===== src/rtl/if_fetch_unit.sv =====
// Instruction-fetch stage: owns the PC, fetches over a req/gnt/rvalid port and
// hands pc/inst to IF/ID. Handles redirects, interrupts and WFI sleep.
module if_fetch_unit #(
    parameter logic [31:0] RESET_PC = 32'h0000_0000,
    parameter logic [31:0] PC_STEP  = 32'd4
) (
    input  logic        clk,
    input  logic        rst,
    input  logic        stall,
    input  logic        next_pc_sel,
    input  logic [31:0] branch_target,
    input  logic        intr_ex,
    input  logic        intr_end_ex,
    input  logic [31:0] mtvec,
    input  logic [31:0] mepc,
    input  logic        wfi_signal,
    input  logic [31:0] wfi_pc,
    input  logic        irq_wake,
    output logic        im_req,
    output logic [31:0] im_addr,
    input  logic        im_gnt,
    input  logic        im_rvalid,
    input  logic [31:0] im_rdata,
    output logic [31:0] pc,
    output logic [31:0] inst,
    output logic        stall_IF,
    output logic [2:0]  dbg_state_o
);

    typedef enum logic [2:0] {
        S_ISSUE = 3'd0,
        S_WAIT  = 3'd1,
        S_VALID = 3'd2,
        S_SLEEP = 3'd3,
        S_DRAIN = 3'd4
    } state_e;

    state_e      state_q, state_d;
    logic [31:0] pc_q, pc_d;
    logic [31:0] inst_q, inst_d;
    logic        drop_q, drop_d;
    logic        wake_q, wake_d;

    logic        redir;
    logic        to_sleep;
    logic [31:0] target;

    // WFI only wins when no higher-priority redirect is present.
    always_comb begin
        redir    = intr_ex | intr_end_ex | next_pc_sel | wfi_signal;
        to_sleep = wfi_signal & ~(intr_ex | intr_end_ex | next_pc_sel);
        if (intr_ex)          target = mtvec;
        else if (intr_end_ex) target = mepc;
        else if (next_pc_sel) target = branch_target;
        else                  target = wfi_pc;
    end

    always_ff @(posedge clk) begin
        if (rst) begin
            state_q <= S_ISSUE;
            pc_q    <= RESET_PC;
            inst_q  <= 32'h0;
            drop_q  <= 1'b0;
            wake_q  <= 1'b0;
        end else begin
            state_q <= state_d;
            pc_q    <= pc_d;
            inst_q  <= inst_d;
            drop_q  <= drop_d;
            wake_q  <= wake_d;
        end
    end

    always_comb begin
        state_d  = state_q;
        pc_d     = pc_q;
        inst_d   = inst_q;
        drop_d   = drop_q;
        wake_d   = wake_q;
        im_req   = 1'b0;
        stall_IF = 1'b1;
        case (state_q)
            S_ISSUE: begin
                im_req = 1'b1;
                if (redir) begin
                    pc_d = target;
                    // A grant this cycle accepted the old address: its response must be dropped.
                    if (im_gnt) begin
                        drop_d  = 1'b1;
                        state_d = to_sleep ? S_DRAIN : S_WAIT;
                    end else begin
                        state_d = to_sleep ? S_SLEEP : S_ISSUE;
                    end
                end else if (im_gnt) begin
                    state_d = S_WAIT;
                end
            end
            S_WAIT: begin
                if (redir) begin
                    pc_d = target;
                    if (im_rvalid) begin
                        drop_d  = 1'b0;
                        state_d = to_sleep ? S_SLEEP : S_ISSUE;
                    end else begin
                        drop_d  = 1'b1;
                        state_d = to_sleep ? S_DRAIN : S_WAIT;
                    end
                end else if (im_rvalid) begin
                    if (drop_q) begin
                        drop_d  = 1'b0;
                        state_d = S_ISSUE;
                    end else begin
                        inst_d  = im_rdata;
                        state_d = S_VALID;
                    end
                end
            end
            S_VALID: begin
                stall_IF = 1'b0;
                if (redir) begin
                    pc_d    = target;
                    state_d = to_sleep ? S_SLEEP : S_ISSUE;
                end else if (!stall) begin
                    pc_d    = pc_q + PC_STEP;
                    state_d = S_ISSUE;
                end
            end
            S_SLEEP: begin
                if (intr_ex) begin
                    pc_d    = mtvec;
                    wake_d  = 1'b0;
                    state_d = S_ISSUE;
                end else if (irq_wake || wake_q) begin
                    wake_d  = 1'b0;
                    state_d = S_ISSUE;
                end
            end
            S_DRAIN: begin
                // Wake requests seen while draining are held so SLEEP is left right away.
                if (intr_ex) begin
                    pc_d   = mtvec;
                    wake_d = 1'b1;
                end else if (irq_wake) begin
                    wake_d = 1'b1;
                end
                if (im_rvalid) begin
                    drop_d  = 1'b0;
                    state_d = S_SLEEP;
                end
            end
            default: state_d = S_ISSUE;
        endcase
    end

    assign im_addr     = {pc_q[31:2], 2'b00};
    assign pc          = pc_q;
    assign inst        = inst_q;
    assign dbg_state_o = state_q;

endmodule


===== config.mk =====
export PLATFORM = sky130hd
export DESIGN_NAME = if_fetch_unit
export DESIGN_NICKNAME = d
export VERILOG_FILES = /design/src/rtl/if_fetch_unit.sv
export SDC_FILE = /design/constraint.sdc
export NUM_CORES = 1
export LEC_CHECK = 0
export ABC_AREA = 1
export CORE_ASPECT_RATIO = 1.4
export CORE_UTILIZATION = 45
export DETAILED_ROUTE_END_ITERATION = 16
export GPL_TIMING_DRIVEN = 0
export PLACE_DENSITY = 0.95
export SYNTH_ARGS = -nofsm -noshare
export SYNTH_HDL_FRONTEND = slang
export SYNTH_SLANG_ARGS = --single-unit

===== constraint.sdc =====
create_clock -name clk -period 4.23 [get_ports clk]
set_input_delay 0.846 -clock clk [delete_from_list [all_inputs] [get_ports clk]]
set_output_delay 0.846 -clock clk [all_outputs]
set_load 0.02 [all_outputs]

==> metrics.yaml, run 1 <==
place:
  hpwlAfterDp_um: 17430
  io_buffers: 266
  dp_cells: 1367
  gp_congestion: 1.006
yosys:
  synth-edff-count: 0
  async_reset_ff_share_pct: 0
  synth_top_area_share_pct: 25.17
  ys_seq_elements: 69
  netlist_top_cells_count: "nand2_1, nor2_1, dfxtp_1, nand3_1, o21ai_0"
  synth.top_cells.by_area: "dfxtp_1, nand2_1, nor2_1"
  synth_cells: 953
  synth.most_common_cell: "nand2_1"
  synthDistinctLibCells: 38
  synth_area_um2: 5489
  avgSynthCellArea_um2: 5.760
  synth-seq-area-share_pct: 25.17
  yosysTopAreaCell: "dfxtp_1"
  yosysWarnings: 0
  ys.flop_type: "dfxtp_1"
die:
  die_area_um2: 12650
  core_um2: 11880
  num_io_pins: 271
  start_util_pct: 46.21
  dieWidth_um: 95.34
  die_h_um: 132.7
  row_count: 47
critical_path:
  path_max_fanout: 10
  cp-start-kind: "input pin"
  crit_path_end_kind: "flip-flop"
  worstSetupPathType: "input pin to flip-flop"
  cp_data_required_time_ps: 4500
  crit_arrival_ps: 3000
clock_network:
  cts_resized: 0
  postCtsHoldBufs: 0
  clkLatencyLatePin_ps: 350
  clk_path_buf_depth: 2
  htree_levels: 3
  root_buffer: "clkbuf_16"
  cts_tree: "built"
  clkSlewWorstSetupHoldPaths_ps: 60
  cts_sinks: 69
  cts_buffers: 9
  post_cts_buffers: 0
cells_and_area:
  stdcell_count: 1383
  num_antenna_cells: 0
  n_fill_cell: 970
  area_growth_pct: 57.03
  drive_gt1_share_pct: 9.061
  finalNetCount: 1406
grt:
  grt_max_degree: 15
  grt-ovfl-total: 0
  grt_pass1_vias: 7178
  antenna_found_initial: 0
  grt_pass1_wl_um: 34630
  grt_usage_pct: 35.37
run:
  drv_cap: 0
route:
  finalWirelength_um: 22510
  post-route-drc-count: 0
  first_iter_violations: 532
  first_pass_iters: 6
  wire_per_inst_um: 16.27
  vias: 7520
  ant_nets: 0
  drt-vias-per-instance: 5.437
sta:
  fmax_mhz: 367.1
  slew-limit-headroom_pct: 59.11
  finalHoldViolations: 0
  finalSetupTns_ps: 0
  final_max_slew_viol_count: 0
  max_slew.worst_pin.slew_ps: 613.3
  finClkSkew_ps: 4.537
  finalCritPeriodShare_pct: 64.39
  rsz0062_at_grt: "no"
  final-setup-viol-count: 0
  fin_crit_ps: 2724
status:
  status: "finished clean"
power:
  p_leak_nw: 3.763
  powerDensity_nw_per_um2: 256.9
  vdd_drop_max_mv: 0.2530
worst_hold_path:
  hp-class: "flip-flop to flip-flop"
[layout make-up]
type / instances / area, µm² / share of cell area, %
clock inverter: 7 / 55.05 / 0.6387
tap: 147 / 183.9 / 2.134
clock buffer: 9 / 225.2 / 2.613
sequential: 69 / 1381 / 16.03
timing repair buffer: 266 / 2663 / 30.89
buffer: 79 / 481.7 / 5.589
inverter: 63 / 236.5 / 2.744
multi-input combinational: 743 / 3393 / 39.37
[path summary, 6_finish.rpt]
check / start / endpoint / slack (ps) / cells after the start
max reg2reg: pc[3] / pc[16] / 2290 / 9
max: intr_ex / dbg_state_o[0] / 1510 / 11
min reg2reg: wake_q / wake_q / 500 / 2
min: wake_q / wake_q / 500 / 2
[flip-flops by register name, indices dropped and copies added, names as in the netlist]
register     cells
inst            32
pc              32
dbg_state_o      3
drop_q           1
wake_q           1
[kinds of logic after synthesis]
group / count (synthesis) / synth area share, %
adder cells (fa/ha/maj): 5 / 1.140
other: 1 / 0.06832
flip-flops: 69 / 25.17
buffers and inverters: 142 / 13.08
AND/OR/NAND/NOR: 566 / 43.90
AO/OA/AOI/OAI: 167 / 16.16
XOR/XNOR: 3 / 0.4788
[through the flow]
step                      total power, mW  setup slack (ps)  hold WS [ps]  util (%)  instance area, µm²
after global routing                2.298              1366         540.5     72.56                8620
after floorplan                     1.103              2085         469.8         -                5493
after global placement              1.468              1283         480.7     70.20                8339
after detailed placement            1.478              1264         488.8     70.20                8339
after CTS                           2.199              1553         500.7     72.56                8620
final                               2.214              1506         499.9     72.56                8620
[layer usage]
| layer | share of wire (%) | up-vias | track usage [%] |
|---|---|---|---|
| li1 | - | 3605 | - |
| met1 | 34 | 3364 | 37.45 |
| met2 | 51 | 460 | 64.09 |
| met3 | 9.8 | 91 | 6.782 |
| met4 | 5.0 | 0 | 18.52 |
| met5 | 0 | - | 0 |
[worst max-delay path, cell delays in order]
cell	delay, ps
clkdlybuf4s50_1	430
inv_2	150
clkbuf_1	340
nand2_1	90
nor2_1	330
ha_1	320
nand2_1	90
nand2_1	60
nand3_1	90
nand3_1	80
a21oi_1	150
[where the power goes]
| part | internal, mW | switching, mW | total [mW] |
|---|---|---|---|
| Sequential | 0.687 | 0.0668 | 0.753 |
| Combinational | 0.377 | 0.349 | 0.725 |
| Clock | 0.404 | 0.331 | 0.736 |
[placed cells by master, fill, tap and decap left out, types with 33 or more instances in the layout]
cell | Yosys | layout
nand3_1 | 67 | 67
nor2_1 | 157 | 157
nor3_1 | 33 | 33
buf_4 | 36 | 36
a21oi_1 | 57 | 57
o21ai_0 | 60 | 60
nand2_1 | 270 | 270
clkdlybuf4s50_1 | 0 | 266
inv_1 | 55 | 55
dfxtp_1 | 69 | 69
Power figures use the tool's default switching activity.
==> inputs of run 2 (changes only) <==
CORE_UTILIZATION = 38   (was 45)
PLACE_DENSITY = 0.89   (was 0.95)
clock period = 2.48 ns   (was 4.23 ns; I/O delays follow)
==> metrics.yaml, run 2 (synthesis results as in run 1) <==
status:
  status: "finished clean"
power:
  powerDensity_nw_per_um2: 444.3  # +73%
  p_leak_nw: 3.774  # +0.27%
  vdd_drop_max_mv: 0.3178  # +26%
sta:
  finClkSkew_ps: 7.390  # +2.852 ps
  whs_ps: 495.5  # -4.370 ps
  final_max_slew_viol_count: 0  # unchanged
  layout_setup_ws_ps: 198.0  # -1308 ps
  slew-limit-headroom_pct: 60.44  # +1.3 points
  fin_crit_ps: 2282
  finalSetupTns_ps: 0  # unchanged
  finalCritPeriodShare_pct: 92.02
  fmax_mhz: 438.2
  final-setup-viol-count: 0  # unchanged
  max_slew.worst_pin.slew_ps: 593.4  # -19.96 ps
  rsz0062_at_grt: "no"
  finalHoldViolations: 0  # unchanged
clock_network:
  cts_resized: 0  # unchanged
  clkLatencyLatePin_ps: 340  # about the same
  clk_path_buf_depth: 2  # unchanged
  cts_tree: "built"
  htree_levels: 3  # unchanged
  clkSlewWorstSetupHoldPaths_ps: 60  # about the same
  root_buffer: "clkbuf_16"
  cts_sinks: 69  # unchanged
  post_cts_buffers: 0  # unchanged
  cts_buffers: 9  # unchanged
  postCtsHoldBufs: 0  # unchanged
worst_hold_path:
  hold-path-cell-count: 2  # unchanged
  hold_start: "wake_q"
  hold_path_end: "wake_q"
  hp-class: "flip-flop to flip-flop"
critical_path:
  timing.rr.start: "pc[2]"
  cp-start-kind: "input pin"
  r2r_cells: 9  # unchanged
  r2r_slack_ps: 480  # -1810 ps
  crit_arrival_ps: 2540  # -460 ps
  path_max_fanout: 10  # unchanged
  crit_path_end_kind: "flip-flop"
  worstSetupPathType: "input pin to flip-flop"
  cp_data_required_time_ps: 2740  # -1760 ps
  r2r_end: "pc[16]"
grt:
  grt_max_degree: 15  # unchanged
  antenna_found_initial: 0  # unchanged
  grt_usage_pct: 28.65  # -6.7 points
  grt-ovfl-total: 0  # unchanged
  grt_pass1_vias: 7118  # -0.84%
  grt_pass1_wl_um: 33990  # -1.9%
die:
  die_h_um: 144.2  # +8.7%
  core_um2: 13970  # +18%
  dieWidth_um: 103.6  # +8.6%
  num_io_pins: 271  # unchanged
  start_util_pct: 39.28  # -6.9 points
  die_area_um2: 14940  # +18%
  row_count: 51  # +8.5%
place:
  gp_congestion: 0.9422  # -6.4%
  hpwlAfterDp_um: 17090  # -1.9%
  place_ws_ps: -106.0  # -1370 ps
  io_buffers: 266  # unchanged
  dp_cells: 1405  # +2.8%
route:
  first_pass_iters: 5  # -1
  drt-vias-per-instance: 5.111  # -6.0%
  wire_per_inst_um: 15.09  # -7.3%
  vias: 7263  # -3.4%
  post-route-drc-count: 0  # unchanged
  first_iter_violations: 445  # -16%
  finalWirelength_um: 21440  # -4.7%
  ant_nets: 0  # unchanged
cells_and_area:
  area_growth_pct: 58.35
  num_antenna_cells: 0  # unchanged
  finalNetCount: 1406  # unchanged
  n_fill_cell: 1266  # +31%
  final_common_cell: "nand2_1"
  drive_gt1_share_pct: 9.061  # unchanged
  final_cell_mix: "nand2_1, clkdlybuf4s50_1, nor2_1"
  stdcell_count: 1421  # +2.7%
  fin_util_pct: 62.20  # -10 points
run:
  drv_cap: 0  # unchanged
==> run 2: cell count changes in the layout (fill, tap and decap cells not counted), sizes merged <==
cell    delta
bufinv     +1
clkinv     -1
==> run 2: how the worst max path moves through the flow <==
stage,startpoint,endpoint,depth (start not counted)
after floorplan,intr_ex,dbg_state_o[0],10
after global placement,intr_ex,dbg_state_o[0],11
after detailed placement,intr_ex,dbg_state_o[0],11
after CTS,intr_ex,dbg_state_o[0],11
after global routing,intr_ex,dbg_state_o[1],12
final,intr_ex,dbg_state_o[0],11
==> run 2: stage by stage <==
step	cell area (µm²)	total power [mW]
after global routing	8692	4.035
after detailed placement	8387	2.525
after CTS	8692	3.868
after global placement	8387	2.510
after floorplan	5493	1.881
final	8692	3.862
==> run 2: worst max-delay path, cell delays in order <==
cell	delay, ps
clkdlybuf4s50_1	420
inv_2	140
clkbuf_1	310
nand2_1	90
nor2_1	340
ha_1	310
nand2_1	70
nand2_1	50
nand3_1	80
nand3_1	70
a21oi_1	150
==> run 2: layout make-up <==
cell class	count	area, µm²	area share (%)
repair buffers	266	2663	30.63
inverters	63	236.5	2.721
flip-flops and latches	69	1381	15.89
clock inverters	7	80.08	0.9213
clock buffers	9	225.2	2.591
well taps	185	231.5	2.663
plain buffers	79	481.7	5.542
multi-input cells	743	3393	39.04
==> run 2: power by group <==
part | internal (mW) | total [mW] | switching (mW)
sequential | 1.17 | 1.29 | 0.116
combinational | 0.643 | 1.22 | 0.581
clock | 0.793 | 1.35 | 0.557
==> run 2: routing by layer <==
layer	up-vias	part of all wire, %	GRT usage, %
li1	3605	-	-
met3	83	6.9	5.092
met4	0	5.4	17.54
met2	327	50	52.91
met1	3248	38	30.45
met5	-	0	0
==> inputs of run 3 (changes only) <==
CTS_BUF_LIST = sky130_fd_sc_hd__clkbuf_16   (was default)
SLEW_MARGIN = 20   (was default)
TNS_END_PERCENT = 30   (was default)
==> results of run 3 <==
Same layout as run 2: the final DEF is identical, and so are final timing and power.
